## src/rtl/inst_fetch_queue.sv

```systemverilog
// -----------------------------------------------------------------------------
// inst_fetch_queue
//
// In-order queue of {pc, inst} pairs between the fetch stage and the decoder.
// When decode stalls, the fetch stage can keep running ahead and park its
// returned instructions here. A pipeline flush discards every entry.
//
// When BYPASS = 1 and the queue is empty, an offered entry appears on the pop
// port in the same cycle. If decode takes it in that cycle, it is never stored.
//
// Parameters:
//   DEPTH      number of entries (power of two, >= 2)
//   DATA_W     instruction payload width (the PC is always 32 bits)
//   AF_MARGIN  almost_full_o asserts when count >= DEPTH - AF_MARGIN
//   BYPASS     1 = empty-queue combinational bypass, 0 = always registered
//
// Ports:
//   clk, rst_n      clock, asynchronous active-low reset
//   flush_i         drop all entries and refuse/hide traffic this cycle
//   push_valid_i    fetch offers {push_pc_i, push_inst_i}
//   push_ready_o    queue can accept an entry (occupancy < DEPTH)
//   pop_valid_o     head entry is presented to decode
//   pop_ready_i     decode consumes the head this cycle
//   pop_pc_o        head PC
//   pop_inst_o      head instruction
//   count_o         registered occupancy
//   almost_full_o   registered occupancy threshold for the PC stage
// -----------------------------------------------------------------------------
module inst_fetch_queue #(
  parameter int DEPTH     = 8,
  parameter int DATA_W    = 32,
  parameter int AF_MARGIN = 2,
  parameter bit BYPASS    = 1'b1
) (
  input  logic                     clk,
  input  logic                     rst_n,
  input  logic                     flush_i,
  input  logic                     push_valid_i,
  output logic                     push_ready_o,
  input  logic [31:0]              push_pc_i,
  input  logic [DATA_W-1:0]        push_inst_i,
  output logic                     pop_valid_o,
  input  logic                     pop_ready_i,
  output logic [31:0]              pop_pc_o,
  output logic [DATA_W-1:0]        pop_inst_o,
  output logic [$clog2(DEPTH):0]   count_o,
  output logic                     almost_full_o
);

  localparam int AW = $clog2(DEPTH);
  localparam int CW = AW + 1;

  localparam logic [CW-1:0] FULL_LEVEL = CW'(DEPTH);
  localparam logic [CW-1:0] AF_LEVEL   = CW'(DEPTH - AF_MARGIN);

  typedef struct packed {
    logic [31:0]       pc;
    logic [DATA_W-1:0] inst;
  } entry_t;

  entry_t          mem [DEPTH];
  logic [AW-1:0]   rd_ptr;
  logic [AW-1:0]   wr_ptr;
  logic [CW-1:0]   cnt;

  logic            empty;
  logic            full;
  logic            push_fire;
  logic            pop_fire;
  logic            pass_through;
  logic            write_en;
  logic            read_adv;
  entry_t          push_entry;

  assign empty      = (cnt == '0);
  assign full       = (cnt == FULL_LEVEL);
  assign push_entry = '{pc: push_pc_i, inst: push_inst_i};

  // Handshake signals. push_ready_o looks only at the registered occupancy,
  // so there is no combinational path from pop_ready_i back to fetch.
  assign push_ready_o = !flush_i && !full;
  assign pop_valid_o  = !flush_i && (!empty || (BYPASS && push_valid_i));

  assign push_fire = push_valid_i && push_ready_o;
  assign pop_fire  = pop_valid_o && pop_ready_i;

  // An empty queue that pops can only be popping the bypassed push, so that
  // entry passes straight through and the storage is left untouched.
  assign pass_through = empty && push_fire && pop_fire;
  assign write_en     = push_fire && !pass_through;
  assign read_adv     = pop_fire && !empty;

  // Pop data: stored head, or the live push data under bypass.
  // NOTE: every output of this block gets a value on every path; a missing
  // default in combinational logic would infer a latch.
  always_comb begin
    pop_pc_o   = mem[rd_ptr].pc;
    pop_inst_o = mem[rd_ptr].inst;
    if (BYPASS && empty) begin
      pop_pc_o   = push_pc_i;
      pop_inst_o = push_inst_i;
    end
  end

  // NOTE: the storage array has no reset. Occupancy and pointers decide which
  // slots are meaningful, so clearing the data would only cost reset fan-out.
  always_ff @(posedge clk) begin
    if (write_en) begin
      mem[wr_ptr] <= push_entry;
    end
  end

  // NOTE: sequential state uses non-blocking assignments so every register
  // samples the pre-edge values, whatever order the statements are in.
  always_ff @(posedge clk or negedge rst_n) begin
    if (!rst_n) begin
      rd_ptr <= '0;
      wr_ptr <= '0;
      cnt    <= '0;
    end else if (flush_i) begin
      rd_ptr <= '0;
      wr_ptr <= '0;
      cnt    <= '0;
    end else begin
      // Pointers wrap modulo DEPTH because DEPTH is a power of two.
      if (write_en) begin
        wr_ptr <= wr_ptr + AW'(1);
      end
      if (read_adv) begin
        rd_ptr <= rd_ptr + AW'(1);
      end
      case ({write_en, read_adv})
        2'b10:   cnt <= cnt + CW'(1);
        2'b01:   cnt <= cnt - CW'(1);
        default: cnt <= cnt;
      endcase
    end
  end

  assign count_o       = cnt;
  assign almost_full_o = (cnt >= AF_LEVEL);

endmodule

```

## config.mk

```make
export PLATFORM = sky130hd
export DESIGN_NAME = inst_fetch_queue
export DESIGN_NICKNAME = d
export VERILOG_FILES = /design/src/rtl/inst_fetch_queue.sv
export SDC_FILE = /design/constraint.sdc
export NUM_CORES = 1
export LEC_CHECK = 0
export CORE_MARGIN = 10
export CORE_UTILIZATION = 39
export CTS_BUF_LIST = sky130_fd_sc_hd__clkbuf_4
export DETAILED_ROUTE_END_ITERATION = 10
export GPL_ROUTABILITY_DRIVEN = 1
export PLACE_DENSITY = 0.56
export SKIP_CTS_REPAIR_TIMING = 1
export SLEW_MARGIN = 20
export SYNTH_ARGS = -nofsm -noshare
export SYNTH_HDL_FRONTEND = slang
export SYNTH_SLANG_ARGS = --single-unit
```

## constraint.sdc

```tcl
create_clock -name clk -period 10.7 [get_ports clk]
set_input_delay 2.14 -clock clk [delete_from_list [all_inputs] [get_ports clk]]
set_output_delay 2.14 -clock clk [all_outputs]
set_load 0.01 [all_outputs]
```

==> results.md, run 1 <==
- Status: completed
- Area contributors post-synth: edfxtp_1, mux4_2, mux2i_1
- Final Cycle Share: 62.5%
- Drt pass-1 iters: 4
- Cell Pwr Density: 225 mW/mm²
- Compound-gate portion of the synthesized area: 2.40%
- Nets: 1,291
- Measured slew at the worst slew-check pin: 965 ps
- CORE AREA: 0.0524 mm²
- Critical path type: flop to primary output
- Die area: between 0.06 and 0.07 mm²
- FF+latch count, synth: 522
- CP top delay family: buffers and inverters
- CP dominant cell by count: buf_4
- DP HPWL: 23.2 mm
- Die Height: 250 µm
- Post-synthesis simple-gate area fraction: 2.15%
- CP endpoint kind: primary output
- Fin Hold WS: 571 ps
- Iteration-0 DRC Markers: 623
- Netlist cell types: around 40
- Post-synth top area cell: edfxtp_1
- Post-Route Setup TNS: 0 ps
- # H-tree levels: 4
- Worst Setup Start Kind: flop
- Xor/xnor share of the synthesized area: 0.340%
- Fin. Hold Viols: 0
- Max-slew violations: 0
- # IOs: 140
- Initial antenna violation count: 2
- Post-Syn Instances: 973
- Vias in the first global route: 11,200
- GR Layer Usage met3: 4.99%
- MaxCap Viol Count: 0
- Layout cells sized above 1: 29.5%
- Fmax: around 150 MHz
- Clk slew on worst S/H paths: 60 ps
- Yosys warnings: 0
- Pwr Total: around 5.5 mW
- # DRC: 0
- CP max stage delay: 900 ps
- GRT Util Overall: 14.3%
- Pin count of the biggest net entering global routing: 72
- Cell Chain, Critical Path: buf_4 > buf_4 > mux4_2 > mux2i_1 > a21oi_1 > clkdlybuf4s50_1
- Leak: 7.67 nW
- Crit path max fanout: 34
- Clock sinks: 522
- Average wire per standard cell: 22.2 µm
- Initial Util: between 30 and 40%
- Mux contribution to synthesized area: 17.2%
- # rows: 84
- Die W: 250 µm
- # setup viols final: 0
- Clock root cell: clkbuf_4
- Antenna viol nets, final: 0
- Critical Path AT: approximately 4600 ps
- CTS Buffer Depth: 3
- Synthesized net count: 1,046
- Area grow syn2layout: 18.9%
- Post-synth EDFFs: 512
- Crit path max-delay cell type: dfrtp_4
- Placer Congestion: about 0.7
- Post-Synthesis Cell Area: 0.0206 mm²
- Largest family of logic cells by synthesized area: multiplexers
- WL final: between 40 and 50 mm
- Worst Skew: 51.0 ps
- CTS Buf Count: roughly 140
- Most used flip-flop cell after synthesis: edfxtp_1
- Synth Area in Adders: 0.243%
- RSZ-0062 raised after global routing: false
- Synth async-reset ratio: under 10%
- Peak supply drop: 0.000131 V
- Worst min path class: flop to flop
- Period minus WS final: 6690 ps
- Sequential area share after synthesis: 75.9%
- Total global routing overflow: 0
- Via-to-Cell Ratio: ~5.1
- GR peak layer: met2
- PortBufs: 139
- Worst Path Required: 8560 ps
- First-pass GRT wire length: roughly 67 mm
- Grt met1 use: 18.1%
- WP buf/inv: 3
- Avg Inst Size Synth: 21.2 µm²
- Worst skew pair latency: a little over 900 ps
- Relative slew slack: a little over a third
- Vias: 10,300
- Met2 usage: 22.5%
- Area fraction of the dominant cell type after synthesis: 74.7%
- CTS tree: built
[routing by layer]
metal | part of all wire [%] | routed length, µm
met5 | 0 | 0
met4 | 1.8 | 816
met3 | 5.1 | 2280
met2 | 48 | 21400
met1 | 45 | 19900
[cell usage in the layout, fill, tap and decap left out, types with 3 or more instances in the layout]
master and count:
mux4_2 128, nand3_1 5, ha_1 4, buf_4 23
clkinv_2 3, dfrtp_1 7, a21oi_1 68, edfxtp_1 512
diode_2 3, nor2_4 6, xnor2_1 3, clkbuf_4 207
nand2_1 4, bufinv_16 4, nand2b_1 3, clkdlybuf4s50_1 139
mux2i_1 65, nor2_1 75, dfrtp_4 3, xor2_1 5
clkinv_1 13
[worst reg2reg max path: cells and delay by family, from the launching register on]
kind	cells	cell delay (ps)
simple gates	3	810
flops	1	630
buf+inv	2	1160
compound gates	1	130
[Yosys cell counts, types with 2 or more instances]
| cell | number |
|---|---|
| xnor2_1 | 3 |
| buf_4 | 6 |
| ha_1 | 4 |
| xor2_1 | 5 |
| nor2b_1 | 2 |
| nor3_1 | 3 |
| dfrtp_1 | 10 |
| buf_1 | 6 |
| nand2b_1 | 3 |
| a21oi_1 | 68 |
| a21o_1 | 2 |
| o211ai_1 | 2 |
| mux2i_1 | 65 |
| clkbuf_1 | 14 |
| nand2_1 | 4 |
| nor2_1 | 81 |
| buf_2 | 16 |
| inv_1 | 2 |
| nand3_1 | 5 |
| edfxtp_1 | 512 |
| buf_6 | 13 |
| mux4_2 | 128 |
[power by group]
group	switching (mW)	total (mW)	internal, mW	leakage, nW
clock network	0.761	1.73	0.969	1.05
registers	0.0551	2.36	2.30	4.75
logic	0.704	1.42	0.715	1.87
total	1.52	5.51	3.99	7.67
[worst paths after layout]
check                      startpoint            end  slack (ps)  cells after the start
setup / recovery            rd_ptr[0]  pop_inst_o[7]        4010                      6
hold / removal              wr_ptr[0]      wr_ptr[0]         570                      2
setup reg to reg           count_o[1]     mem[6][17]        7560                      6
hold reg to reg             wr_ptr[0]      wr_ptr[0]         570                      2
max in group asynchronous       rst_n      rd_ptr[0]        8760                      1
min in group asynchronous       rst_n     count_o[0]        1560                      1
[cell families after synthesis]
| logic type | count (synthesis) |
|---|---|
| xor+xnor | 8 |
| simple gates | 104 |
| flops | 522 |
| fa+ha+maj | 4 |
| buf+inv | 57 |
| mux | 194 |
| compound gates | 84 |
[state kept, by name (all words and copies together), names as in the netlist]
name     count
wr_ptr       3
count_o      4
rd_ptr       3
mem        512
[metrics by stage]
stage | area, µm² | worst slack, ps | std cells | util [%]
final | 24500 | 4010 | 2000 | 46.7
after global routing | 24500 | 3490 | 2000 | 46.7
after CTS | 24500 | 3630 | 1997 | 46.7
after detailed placement | 22700 | 4750 | 1768 | 43.3
after global placement | 22700 | 4750 | 1768 | 43.3
after floorplan | 20600 | 2860 | 973 | -
[cell type report]
class / count / area (µm²)
fillers: 4447 / 28000
flip-flops and latches: 522 / 15600
multi-input cells: 394 / 4660
repair buffers: 162 / 1560
clock buffers: 207 / 1550
well taps: 688 / 861
clock inverters: 22 / 191
inverters: 2 / 7.51
diodes: 3 / 7.51
(Power assumes the default switching activity.)
==> run 2: changes to the inputs <==
- PLACE_DENSITY: 0.56 -> 0.58
- clock period: 10.7 -> 5.88 ns (I/O delays scaled with it)
==> results.md, run 2 (synthesis gave the netlist of run 1 again) <==
- Status: completed
- Worst Path Required: 4700 ps (-3860 ps)
- MaxCap Viol Count: 0 (unchanged)
- Leak: 7.65 nW (-0.29%)
- Initial Util: 39.2% (unchanged)
- Most common cell after layout, fill and taps aside: edfxtp_1
- Worst Setup Start Kind: flop
- WP buf/inv: 2 (-1)
- Total global routing overflow: 0 (unchanged)
- WL final: 44.5 mm (+0.27%)
- Fmax: 203 MHz
- CP endpoint kind: primary output
- Crit. path cell count: 4 (-2)
- Via-to-Cell Ratio: 5.13 (-0.38%)
- Nets: 1,288 (-0.23%)
- Crit path max-delay cell type: or4_4
- Cells on worst reg2reg path: 5 (-1)
- Clock sinks: 522 (unchanged)
- Worst min path class: flop to flop
- # IOs: 140 (unchanged)
- CTS Buffer Depth: 3 (unchanged)
- # H-tree levels: 4 (unchanged)
- Post-Route Setup TNS: 0 ps (unchanged)
- Final Cycle Share: a little over four fifths
- Pwr Total: 10.0 mW (+82%)
- Cell Chain, Critical Path: or4_4 > buf_4 > a21oi_1 > clkdlybuf4s50_1
- First-pass GRT wire length: 68.7 mm (+1.9%)
- DP HPWL: 23.8 mm (+2.5%)
- CORE AREA: 0.0524 mm² (unchanged)
- Worst skew pair latency: 820 ps (-90 ps)
- Clock root cell: clkbuf_4
- Vias: 10,200 (-0.58%)
- Worst Skew: 28.1 ps (-22.8 ps)
- # rows: 84 (unchanged)
- Critical Path AT: 3740 ps (-810 ps)
- CTS tree: built
- Largest register by flop count: mem
- CP top delay family: buffers and inverters
- Die Height: 250 µm (unchanged)
- CP max stage delay: 910 ps (about the same)
- Pin count of the biggest net entering global routing: 65 (-9.7%)
- Largest register FFs: 512 (unchanged)
- Cell Pwr Density: 409 mW/mm² (+82%)
- Placed Cells: 1,766 (-0.11%)
- Most frequent cells in the layout: edfxtp_1, clkbuf_4, clkdlybuf4s50_1, mux4_2, nor2_1
- Clk slew on worst S/H paths: 60 ps (about the same)
- Drt pass-1 iters: 7 (+3)
- Layout cells sized above 1: 28.7% (-0.80 points)
- CP Capture Point: pop_pc_o[1]
- Period minus WS final: slightly below 5000 ps
- Die W: 250 µm (unchanged)
- GRT Util Overall: 14.4% (+0.048 points)
- R2R Setup Slk: 3140 ps (-4420 ps)
- Peak supply drop: 0.000262 V (+100%)
- Crit path max fanout: 54 (+59%)
- Initial antenna violation count: 3 (+1)
- Max-slew violations: 0 (unchanged)
- CTS Buf Count: 135 (-0.74%)
- Vias in the first global route: 11,200 (+0.46%)
- Fin. Hold Viols: 0 (unchanged)
- Antenna viol nets, final: 0 (unchanged)
- R2R Path End: mem[4][49]
- PortBufs: 139 (unchanged)
- Average wire per standard cell: 22.3 µm (+0.47%)
- Layout Cells excl Fill: 1,996 (-0.20%)
- Area grow syn2layout: 19.3%
- # DRC: 0 (unchanged)
- RSZ-0062 raised after global routing: false
- Relative slew slack: 43.9% (+8.2 points)
- Die area: 0.0624 mm² (unchanged)
- Placer Congestion: 0.743 (+6.8%)
- # setup viols final: 0 (unchanged)
- Critical path type: flop to primary output
- FF-to-FF Start: count_o[1]
- Setup crit start: count_o[1]
- Measured slew at the worst slew-check pin: 838 ps (-127 ps)
- Iteration-0 DRC Markers: 596 (-4.3%)
[run 2: tightest hold or removal path: stages, from the launching register on]
cell     delay, ps
dfrtp_1        410
nand2_1         70
a21oi_1         70
[run 2: worst min-delay path by stage]
stage,start,endpoint,slack (ps),cells after the start
3_3_place_gp,wr_ptr[0],wr_ptr[0],580,2
4_1_cts,wr_ptr[0],wr_ptr[0],590,2
6_report,wr_ptr[0],wr_ptr[0],590,2
2_1_floorplan,wr_ptr[0],wr_ptr[0],530,2
3_5_place_dp,wr_ptr[0],wr_ptr[0],580,2
5_1_grt,wr_ptr[0],wr_ptr[0],620,2
[run 2: routing by layer]
layer	global-route usage (%)	up-vias	part of all wire [%]
met5	0	-	0.061
met4	5.75	4	1.9
met3	3.77	69	5.0
met2	22.8	234	49
met1	18.5	5334	44
li1	-	4592	-
[run 2: layout make-up]
cell class,instances,area (µm²)
Clock inverter,30,219
Multi-Input combinational cell,394,4670
Timing Repair Buffer,160,1660
Inverter,2,7.51
Clock buffer,199,1490
Sequential cell,522,15600
Antenna cell,1,2.50
Fill cell,4403,27900
Tap cell,688,861
[run 2: power breakdown]
part	switching, mW	leakage, nW	internal [mW]
Clock	1.37	1.02	1.71
Sequential	0.119	4.75	4.19
Combinational	1.32	1.88	1.32
[run 2: metrics by stage]
| step | instance area, µm² | setup WS [ps] | utilization [%] | hold WS [ps] |
|---|---|---|---|---|
| 2_1_floorplan | 20600 | 746 | - | 535 |
| 3_3_place_gp | 22800 | 1650 | 43.5 | 580 |
| 3_5_place_dp | 22800 | 1620 | 43.5 | 584 |
| 4_1_cts | 24500 | 832 | 46.8 | 592 |
| 5_1_grt | 24500 | 699 | 46.8 | 623 |
| 6_report | 24500 | 963 | 46.8 | 586 |
==> run 3: changes to the inputs <==
- PLACE_DENSITY: 0.58 -> 0.56
- clock period: 5.88 -> 4.8 ns (I/O delays scaled with it)
==> results.md, run 3 (synthesis gave the netlist of run 1 again) <==
- Status: completed
- # DRC: 0 (unchanged)
- Clock sinks: 522 (unchanged)
- Via-to-Cell Ratio: 5.16 (+0.71%)
- Iteration-0 DRC Markers: 619 (+3.9%)
- Layout cells sized above 1: 29.2% (+0.46 points)
- Initial antenna violation count: 4 (+1)
- Final instance area: 0.0246 mm² (+0.13%)
- Top Layer Used: met5
- Fin. Hold Viols: 0 (unchanged)
- Placed Cells: 1,774 (+0.45%)
- Leak: 7.65 nW (about the same)
- P_sw: 3.53 mW (+25%)
- CTS Buf Count: 134 (-0.74%)
- Wl on met1: 20.4 mm (+3.0%)
- Worst min path class: primary input to async pin
- # IOs: 140 (unchanged)
- Peak supply drop: 0.000255 V (-2.8%)
- Clk slew on worst S/H paths: 60 ps (about the same)
- Drt pass-1 iters: 4 (-3)
- WL final: 46.1 mm (+3.8%)
- Critical Path AT: 3530 ps (-210 ps)
- Initial Util: 39.2% (unchanged)
- R2R Setup Slk: 2080 ps (-1060 ps)
- Worst Setup Start Kind: flop
- Antenna viol nets, final: 0 (unchanged)
- Largest register FFs: 512 (unchanged)
- Layout Cells excl Fill: 1,996 (unchanged)
- Most common cell after layout, fill and taps aside: edfxtp_1
- Pin count of the biggest net entering global routing: 65 (unchanged)
- Cells on worst reg2reg path: 4 (-1)
- Max-slew violations: 0 (unchanged)
- Cell Int Power: 8.69 mW (+20%)
- Period minus WS final: about 4500 ps
- First-pass GRT wire length: 67.5 mm (-1.8%)
- Average wire per standard cell: 23.1 µm (+3.8%)
- Area grow syn2layout: 19.4%
- Combinational Power Share: 27.4% (+1.1 points)
- Vias in the first global route: 11,200 (-0.28%)
- Placer Congestion: 0.696 (-6.3%)
- CORE AREA: 0.0524 mm² (unchanged)
- Met2 Wirelength: 22.5 mm (+4.2%)
- RSZ-0062 raised after global routing: false
- Most frequent cells in the layout: edfxtp_1, clkbuf_4, clkdlybuf4s50_1, mux4_2, nor2_1
- CP endpoint kind: primary output
- Total global routing overflow: 0 (unchanged)
- Die W: 250 µm (unchanged)
- Largest register by flop count: mem
- # rows: 84 (unchanged)
- Post-DP Area: 0.0230 mm² (+0.54%)
- Met3 wire len: 2.58 mm (+17%)
- CTS Buffer Depth: 3 (unchanged)
- Worst Path Required: 3840 ps (-860 ps)
- CTS tree: built
- Cell Pwr Density: 497 mW/mm² (+22%)
- Worst skew pair latency: 900 ps (+80 ps)
- # setup viols final: 0 (unchanged)
- Measured slew at the worst slew-check pin: 880 ps (+42.1 ps)
- Vias: 10,300 (+0.71%)
- Crit path max fanout: 41 (-24%)
- Register share of total power: 43.3% (+0.3 points)
- Worst Skew: 38.7 ps (+10.6 ps)
- Nets: 1,298 (+0.78%)
- Final Cycle Share: between 90 and 100%
- DP HPWL: 23.4 mm (-1.7%)
- # fillers: 4,386 (-0.39%)
- Switch share: 28.9% (+0.87 points)
- Clock root cell: clkbuf_4
- PortBufs: 139 (unchanged)
- MaxCap Viol Count: 0 (unchanged)
- R2R Path End: mem[7][3]
- FF-to-FF Start: count_o[2]
- GRT Util Overall: 14.4% (about the same)
- Die Height: 250 µm (unchanged)
- Critical path type: flop to primary output
- Relative slew slack: 41.1% (-2.8 points)
- Fmax: between 200 and 250 MHz
- Power share of the clock group: 29.2% (-1.5 points)
- Die area: 0.0624 mm² (unchanged)
- # H-tree levels: 4 (unchanged)
run 3: cell types whose count changed in the layout (fill, tap and decap cells not counted), sizes merged, moves of 2 or more:
cell    previous run  this run
clkbuf           199       186
buf               21        30
inv                5         9
bufinv             4         2
or4                1         3
run 3: area by class of cell:
| class | instances | area (µm²) | area share (%) |
|---|---|---|---|
| antenna | 1 | 2.50 | 0.0102 |
| clock buffer | 186 | 1400 | 5.68 |
| clock inverter | 32 | 180 | 0.733 |
| inverter | 2 | 7.51 | 0.0305 |
| multi-input combinational | 396 | 4690 | 19.1 |
| sequential | 522 | 15600 | 63.6 |
| tap | 688 | 861 | 3.50 |
| timing repair buffer | 169 | 1800 | 7.34 |
run 3: worst max path at each step:
stage / startpoint / to / slack, ps
2_1_floorplan: pop_ready_i / mem[2][0] / -120
4_1_cts: rd_ptr[0] / pop_inst_o[28] / 30
3_5_place_dp: rd_ptr[0] / pop_inst_o[28] / 1090
3_3_place_gp: rd_ptr[0] / pop_inst_o[28] / 1060
6_report: count_o[2] / pop_inst_o[27] / 310
5_1_grt: count_o[2] / pop_inst_o[27] / 20
run 3: power groups by stage:
stage / clock network, mW / registers, mW / logic [mW]
after CTS: 3.72 / 5.28 / 3.30
after detailed placement: 0 / 5.38 / 3.28
after floorplan: 0 / 5.28 / 2.02
final: 3.57 / 5.29 / 3.35
after global placement: 0 / 5.37 / 3.28
after global routing: 3.97 / 5.31 / 3.64
run 3: through the flow:
step,setup slack (ps),hold WS [ps],setup TNS (ps),power [mW],utilization (%)
2_1_floorplan,-118,535,-22570,7.30,-
3_3_place_gp,1060,550,0,8.65,43.8
3_5_place_dp,1090,571,0,8.66,43.8
4_1_cts,31.7,284,0,12.3,46.8
5_1_grt,23.4,343,0,12.9,46.9
6_report,308,410,0,12.2,46.9
run 3: worst max-delay path, stage by stage (launching register included):
cell,delay (ps)
dfrtp_1,770
or4_4,480
buf_4,430
nor2_1,80
a21oi_1,260
clkdlybuf4s50_1,610
run 3: layer usage:
metal | up-vias | GRT usage (%)
met1 | 5356 | 18.1
met3 | 59 | 4.75
met4 | 4 | 5.21
met2 | 282 | 22.8
li1 | 4605 | -
met5 | - | 0
